===== config.mk =====
export PLATFORM = sky130hd
export DESIGN_NAME = branch_resolve_unit
export DESIGN_NICKNAME = d
export VERILOG_FILES = /design/src/rtl/branch_resolve_unit.sv
export SDC_FILE = /design/constraint.sdc
export NUM_CORES = 1
export LEC_CHECK = 0
export ABC_AREA = 1
export CAP_MARGIN = 25
export CORE_ASPECT_RATIO = 1.75
export CORE_MARGIN = 2
export CORE_UTILIZATION = 56
export CTS_CLUSTER_DIAMETER = 200
export CTS_CLUSTER_SIZE = 10
export DETAILED_ROUTE_END_ITERATION = 16
export GPL_TIMING_DRIVEN = 0
export PLACE_DENSITY = 0.86
export RECOVER_POWER = 100
export REMOVE_ABC_BUFFERS = 1
export SLEW_MARGIN = 20
export SYNTH_ARGS = -nofsm -noshare
export SYNTH_HDL_FRONTEND = slang
export SYNTH_SLANG_ARGS = --single-unit

===== constraint.sdc =====
create_clock -name clk -period 3.9 [get_ports clk]
set_clock_uncertainty 0.2 [all_clocks]
set_input_delay 0.39 -clock clk [delete_from_list [all_inputs] [get_ports clk]]
set_output_delay 0.39 -clock clk [all_outputs]
set_load 0.005 [all_outputs]

===== src/rtl/branch_resolve_unit.sv =====
// branch_resolve_unit
//
// Resolves one branch or jump per cycle and keeps a table of 2-bit
// saturating counters (the PHT) that the front end reads to predict
// conditional branches.
//
// Ports:
//   clk, rst          - clock; synchronous active-high reset
//   valid_in          - a branch or jump is presented this cycle
//   pc                - address of the sequential next instruction
//   rs                - register operand (jump base and condition source)
//   imm               - sign-extended displacement
//   cond              - 00 eqz, 01 nez, 10 ltz, 11 gez (ignored for jumps)
//   jump              - unconditional transfer
//   reg_based         - target base is rs when 1, pc when 0
//   pred_taken_in     - front-end prediction for the presented branch
//   stall, flush      - hold / squash the resolve stage
//   query_pc          - address looked up in the PHT
//   pred_taken        - combinational prediction for query_pc
//   valid_out, taken, mispredict, target, next_pc - registered results

module branch_resolve_unit #(
    parameter int WIDTH     = 16,
    parameter int PHT_DEPTH = 16
) (
    input  logic             clk,
    input  logic             rst,
    input  logic             valid_in,
    input  logic [WIDTH-1:0] pc,
    input  logic [WIDTH-1:0] rs,
    input  logic [WIDTH-1:0] imm,
    input  logic [1:0]       cond,
    input  logic             jump,
    input  logic             reg_based,
    input  logic             pred_taken_in,
    input  logic             stall,
    input  logic             flush,
    input  logic [WIDTH-1:0] query_pc,
    output logic             pred_taken,
    output logic             valid_out,
    output logic             taken,
    output logic             mispredict,
    output logic [WIDTH-1:0] target,
    output logic [WIDTH-1:0] next_pc
);

    localparam int IDX_W = $clog2(PHT_DEPTH);

    logic [1:0]       pht [PHT_DEPTH];

    logic [WIDTH-1:0] base;
    logic [WIDTH-1:0] target_c;
    logic             cond_true;
    logic             taken_c;

    logic             pred_q;
    logic             jump_q;
    logic [IDX_W-1:0] idx_q;
    logic [IDX_W-1:0] query_idx;
    logic             pht_update;
    logic             unused_query;

    // Instructions are halfword aligned, so bit 0 never selects an entry.
    assign query_idx    = query_pc[IDX_W:1];
    assign unused_query = ^{query_pc[WIDTH-1:IDX_W+1], query_pc[0]};

    // No bypass: a same-cycle update is seen only after the edge.
    assign pred_taken = pht[query_idx][1];

    assign mispredict = valid_out & (taken != pred_q);

    // A resolved conditional branch trains the table only on the edge it
    // leaves the stage, so holding it under stall never counts twice.
    assign pht_update = valid_out & ~stall & ~flush & ~jump_q;

    // Target adder (wraps modulo 2^WIDTH) and condition evaluation.
    always_comb begin
        base      = reg_based ? rs : pc;
        target_c  = base + imm;
        cond_true = 1'b0;
        case (cond)
            2'b00:   cond_true = (rs == '0);
            2'b01:   cond_true = (rs != '0);
            2'b10:   cond_true = rs[WIDTH-1];
            default: cond_true = ~rs[WIDTH-1];
        endcase
        taken_c = jump | cond_true;
    end

    // Resolve stage registers: flush only clears valid, stall holds all.
    always_ff @(posedge clk) begin
        if (rst) begin
            valid_out <= 1'b0;
            taken     <= 1'b0;
            target    <= '0;
            next_pc   <= '0;
            pred_q    <= 1'b0;
            jump_q    <= 1'b0;
            idx_q     <= '0;
        end else if (flush) begin
            valid_out <= 1'b0;
        end else if (!stall) begin
            valid_out <= valid_in;
            taken     <= taken_c;
            target    <= target_c;
            next_pc   <= taken_c ? target_c : pc;
            pred_q    <= pred_taken_in;
            jump_q    <= jump;
            idx_q     <= pc[IDX_W:1];
        end
    end

    // Pattern history table: saturating 2-bit counters, reset weakly not-taken.
    always_ff @(posedge clk) begin
        if (rst) begin
            for (int i = 0; i < PHT_DEPTH; i++) begin
                pht[i] <= 2'b01;
            end
        end else if (pht_update) begin
            if (taken && pht[idx_q] != 2'b11) begin
                pht[idx_q] <= pht[idx_q] + 2'd1;
            end else if (!taken && pht[idx_q] != 2'b00) begin
                pht[idx_q] <= pht[idx_q] - 2'd1;
            end
        end
    end

endmodule


# Yosys cells after proc, flatten, opt, wreduce, memory -nomap -nowiden
# Memories as Yosys holds them, arrays and structs flattened. A register that Yosys moved wholly into a read port is not among the register bits.
# Cells that the tools add are included.
[op_classes] n_reduce_logical=10 n_eq_ne=4 muxes=20 add_sub_neg=3 bitwise=10
[ops] operator="16-bit 2-to-1 mux" count=2
[ops] operator="16-bit adder" count=1
[ops] operator="16-bit zero test" count=1
[ops] operator="16-bit nonzero test" count=1
[ops] operator="1-bit 2-to-1 mux" count=12
[ops] operator="4-bit 2-to-1 mux" count=3
[ops] operator="1-bit bitwise AND" count=4
[ops] operator="2-bit 2-to-1 mux" count=2
[ops] operator="1-bit NOT" count=4
[ops] operator="2-bit OR reduction" count=2
[ops] operator="1-bit case mux with 3 select lines" count=1
[ops] operator="2-bit by 1-bit adder with 2-bit output (second input constant)" count=1
[ops] operator="2-bit by 1-bit equality test with 1-bit output (second input constant)" count=1
[ops] operator="2-bit equality test (second input constant)" count=1
[ops] operator="1-bit logical AND" count=2
[ops] operator="2-bit zero test" count=1
[ops] operator="2-bit inequality test (second input constant)" count=1
[ops] operator="1-bit OR" count=2
[ops] operator="2-bit AND reduction" count=1
[ops] operator="2-bit nonzero test" count=1
[ops] operator="2-bit by 1-bit subtractor with 2-bit output (second input constant)" count=1
[ops] operator="1-bit zero test" count=1
[ops] operator="1-bit inequality test" count=1
[totals] n_memories=1 ram_bits=32 out_inout_bits=36 wordCells=55 reg_bits=40
[memory_table] memory="pht" depth=16 word_bits=2 read_ports=2 rd_clocked_by_memory_dff=1 write_ports=16 line="49" source="logic [1:0] pht [PHT_DEPTH];"

# Longest topological paths before layout
[logic_depth] word_depth=10 mapped_depth=18

# Worst setup path after synthesis
# Ideal clock, no wire load.
[synth_timing] path_type="input -> register" startpoint="input port reg_based" endpoint="register target[14]" setup_time_ns=0.116 path_stages=18 arrival_ns=2.157 path_slack_ns=1.426 t_required_ns=3.584 path_buffers=1 cell_sequence="clkbuf_1 nand2_1 o21ai_0 ha_1 inv_1 fa_1 inv_1 nand3_1 nand3_1 nand2_1 nand2_1 nand2_1 nand2_1 nand2_1 nand2_1 nand2_1 o211ai_1 inv_1"
[synth_between] elab_chain_len=2
[synth_rtl] element="start: declaration" line="34" source="input logic reg_based,"
[synth_rtl] element="16-bit 2-to-1 mux" line="78" source="base = reg_based ? rs : pc;"
[synth_rtl] element="16-bit adder" line="79" source="target_c = base + imm;"
[synth_rtl] element="end signal: assignment" line="105" source="target <= target_c;"
[synth_rtl] element="end: declaration" line="43" source="output logic [WIDTH-1:0] target,"
# Every way passes these cells.
# A chain may end at the register's enable or synchronous reset.

# Worst setup path in the final report
[layout_timing] startpoint="input port rs[3]" endpoint="register next_pc[5]"
[layout_between] elab_chain_len=4
[layout_rtl] element="start: declaration" line="30" source="input logic [WIDTH-1:0] rs,"
[layout_rtl] element="parallel branches: the longest is 3 deep, another holds 16-bit adder"
[layout_rtl] element="16-bit 2-to-1 mux *" line="106" source="next_pc <= taken_c ? target_c : pc;"
[layout_rtl] element="end signal: assignment" line="106"
[layout_rtl] element="end: declaration" line="44" source="output logic [WIDTH-1:0] next_pc"
# Mark *: on every way between the ends.

==> results.toml <==
[outcome]
status = "finished clean"

[clock_tree]
clock-sinks = 76
cts_buffers = 9
ctsHoldBuffers = 0
clk_root_buffer_cell = "clkbuf_16"
postCtsSetupBuffers = 0
clk_pin_slew_ns = 0.06
cts_tree = "done"
clkLatencyLatePin_ns = 0.34
htreeDepth = 3
cts.path.max_buffers = 2

[synthesis]
synth_area_per_cell_um2 = 6.865
ys_ff_latch = 76
ys_warn_count = 0
syn-cell-area_um2 = 4991
syn-instance-count = 727
netlist-cell-type-count = 38
synth_top_area_cell = "edfxtp_1"
seq_area_frac_synth = 0.3690
synth_top_area_frac = 0.1925
synthTopCellsByArea = "edfxtp_1 19%, dfxtp_1 18%, nand2_1 15%"
synth_edf_count = 32
async_flop_share = 0
ys.flop_type = "dfxtp_1"

[layout]
nets = 899
diodes = 0
mostFrequentLayoutCells = "198 x nand2_1, 102 x inv_1, 80 x nor2_1, 70 x nand3_1, 59 x clkdlybuf4s50_1"
syn2layout_area_growth_pct = 25.57
final_common_cell = "nand2_1"
stdcell_area_um2 = 6267
fin_util = 0.7228
drive_above_1_share = 0.05528

[global_routing]
grt_max_degree = 39
grt_first_pass_wirelength_um = 23100
grt.total_usage = 0.3122
grt_overflow = 0
grt_antenna_before_repair = 0
grt_pass1_vias = 5136

[timing]
setup_viol = 0
fmax_mhz = 276.9
fin_crit_sh = 0.9259
period_needed_ns = 3.611
finalMaxSlewViolations = 0
tightest_slew_ns = 1.275
slew_headroom = 0.1471
hold_violations = 0
rsz0062_at_grt = "false"

[placed_design]
dp_hpwl_um = 10850
gp_congestion = 0.9406
place_area_um2 = 5968
place.port_buffers = 97

[floorplan]
core_um2 = 8671
io_pins = 110
row_count = 45
start_util = 0.5756
die_w_um = 75.37
fp.dieH_um = 128.9
die-area_um2 = 9713

[route]
drtIter0Drc = 586
drt-met1-wl_um = 5099
first_pass_iters = 5
routed.top_layer = "met4"
route.met3.wl_um = 559
drc_errors = 0
via_per_inst = 5.521
ant_nets = 0
wire_per_inst_um = 15.55
wl_met2_um = 8139
wl_um = 14480
via_count = 5140

[setup_path]
cp.arrival_ns = 3.68
required_ns = 3.97
cp_slowest_cell = "nand3_1"
critPathMaxStageDelay_ns = 0.69
path_common_cell = "nor2_1"
startpoint_type = "input pin"
worstSetupPathType = "input pin to flop"
path_cells = "clkdlybuf4s50_1 -> nor2_1 -> nand2_1 -> nor2_1 -> nand3_1 -> nand3_1 -> nand3_1 -> inv_1 -> nand2_1 -> nor2_1 -> nor2_1 -> nor2_1"
crit_fanout = 17
endpoint_kind = "flop"

[power]
ir_drop_mv = 0.2264
p_leak_nw = 2.999
power_density_nw_per_um2 = 382.6

[run]
drv_cap = 0

[worst_hold_path]
hold_path.class = "flop to flop"
worst max-delay path, delay by kind of cell:
kind / cells / cell delay, ns
buffers and inverters: 2 / 0.90
AND/OR/NAND/NOR: 10 / 2.38
state kept, by name, summed over array words and instances (netlist names), named ones only:
signal / flops
target: 16
idx_q: 4
taken: 1
pht: 32
jump_q: 1
next_pc: 16
pred_q: 1
valid_out: 1
path summary, 6_finish.rpt:
check,slack [ns],from,cells past startpoint,endpoint
min,0.26,next_pc[3],2,next_pc[3]
max,0.29,rs[3],12,next_pc[5]
max reg2reg,0.81,flop,12,pht[6][1]
min reg2reg,0.26,next_pc[3],2,next_pc[3]
synthesized netlist by cell type, types with 2 or more instances:
cell / n
nand3_2: 9
nand4_1: 28
a21oi_1: 30
nor2_2: 10
nand2_2: 5
o211ai_1: 8
nand2_4: 2
and2_1: 3
xor2_1: 4
dfxtp_1: 44
clkinv_1: 3
ha_1: 15
nand3_1: 65
clkbuf_1: 16
nor3_1: 3
o21ai_0: 38
xnor2_1: 5
nand2_1: 198
buf_1: 2
inv_1: 102
nand3b_1: 3
o21ai_1: 3
buf_6: 6
edfxtp_1: 32
nor2_1: 80
stage by stage:
step	cells	total power, mW	setup TNS, ns	hold slack [ns]	setup slack (ns)
floorplan	700	1.235	-0.04545	0.2557	-0.02272
global placement	914	1.457	-127.51	0.2545	-2.127
detailed placement	915	1.476	-31.17	0.2584	-0.6318
CTS	931	2.405	0	0.2673	0.2429
global route	931	2.487	0	0.2801	0.1195
finish	931	2.398	0	0.2648	0.2890
power breakdown:
group / total [mW] / switching (mW) / internal, mW
clock network: 0.938 / 0.341 / 0.597
logic: 0.564 / 0.339 / 0.225
registers: 0.895 / 0.0283 / 0.867
per-layer routing:
layer,global-route usage,vias up
met5,0,-
met4,0.1816,0
met3,0.04777,59
met2,0.5857,199
met1,0.3051,2371
li1,-,2511
kinds of logic (layout without fill, tap and decap cells):
| logic type | count (synthesis) | count (layout) | share of synthesized area |
|---|---|---|---|
| XOR/XNOR | 9 | 9 | 0.01579 |
| adder cells (fa/ha/maj) | 16 | 16 | 0.04161 |
| buffers and inverters | 134 | 221 | 0.1146 |
| multiplexers | 1 | 1 | 0.002256 |
| AND/OR/NAND/NOR | 409 | 409 | 0.3685 |
| flip-flops | 76 | 76 | 0.3690 |
| AO/OA/AOI/OAI | 82 | 82 | 0.08824 |
area by class of cell:
| class | instances | area [µm²] |
|---|---|---|
| clock buffers | 11 | 252.7 |
| fillers | 741 | 2404 |
| multi-input cells | 517 | 2552 |
| well taps | 117 | 146.4 |
| flip-flops and latches | 76 | 1842 |
| inverters | 107 | 406.6 |
| repair buffers | 98 | 984.7 |
| clock inverters | 5 | 82.58 |
repair_timing:
action | CTS | global route
hold endpoints to repair | 0 | 0
endpoints found under the setup margin | 48 | 20
resized for setup | 1 | 2
No activity file was read; power rests on OpenSTA's default activity.
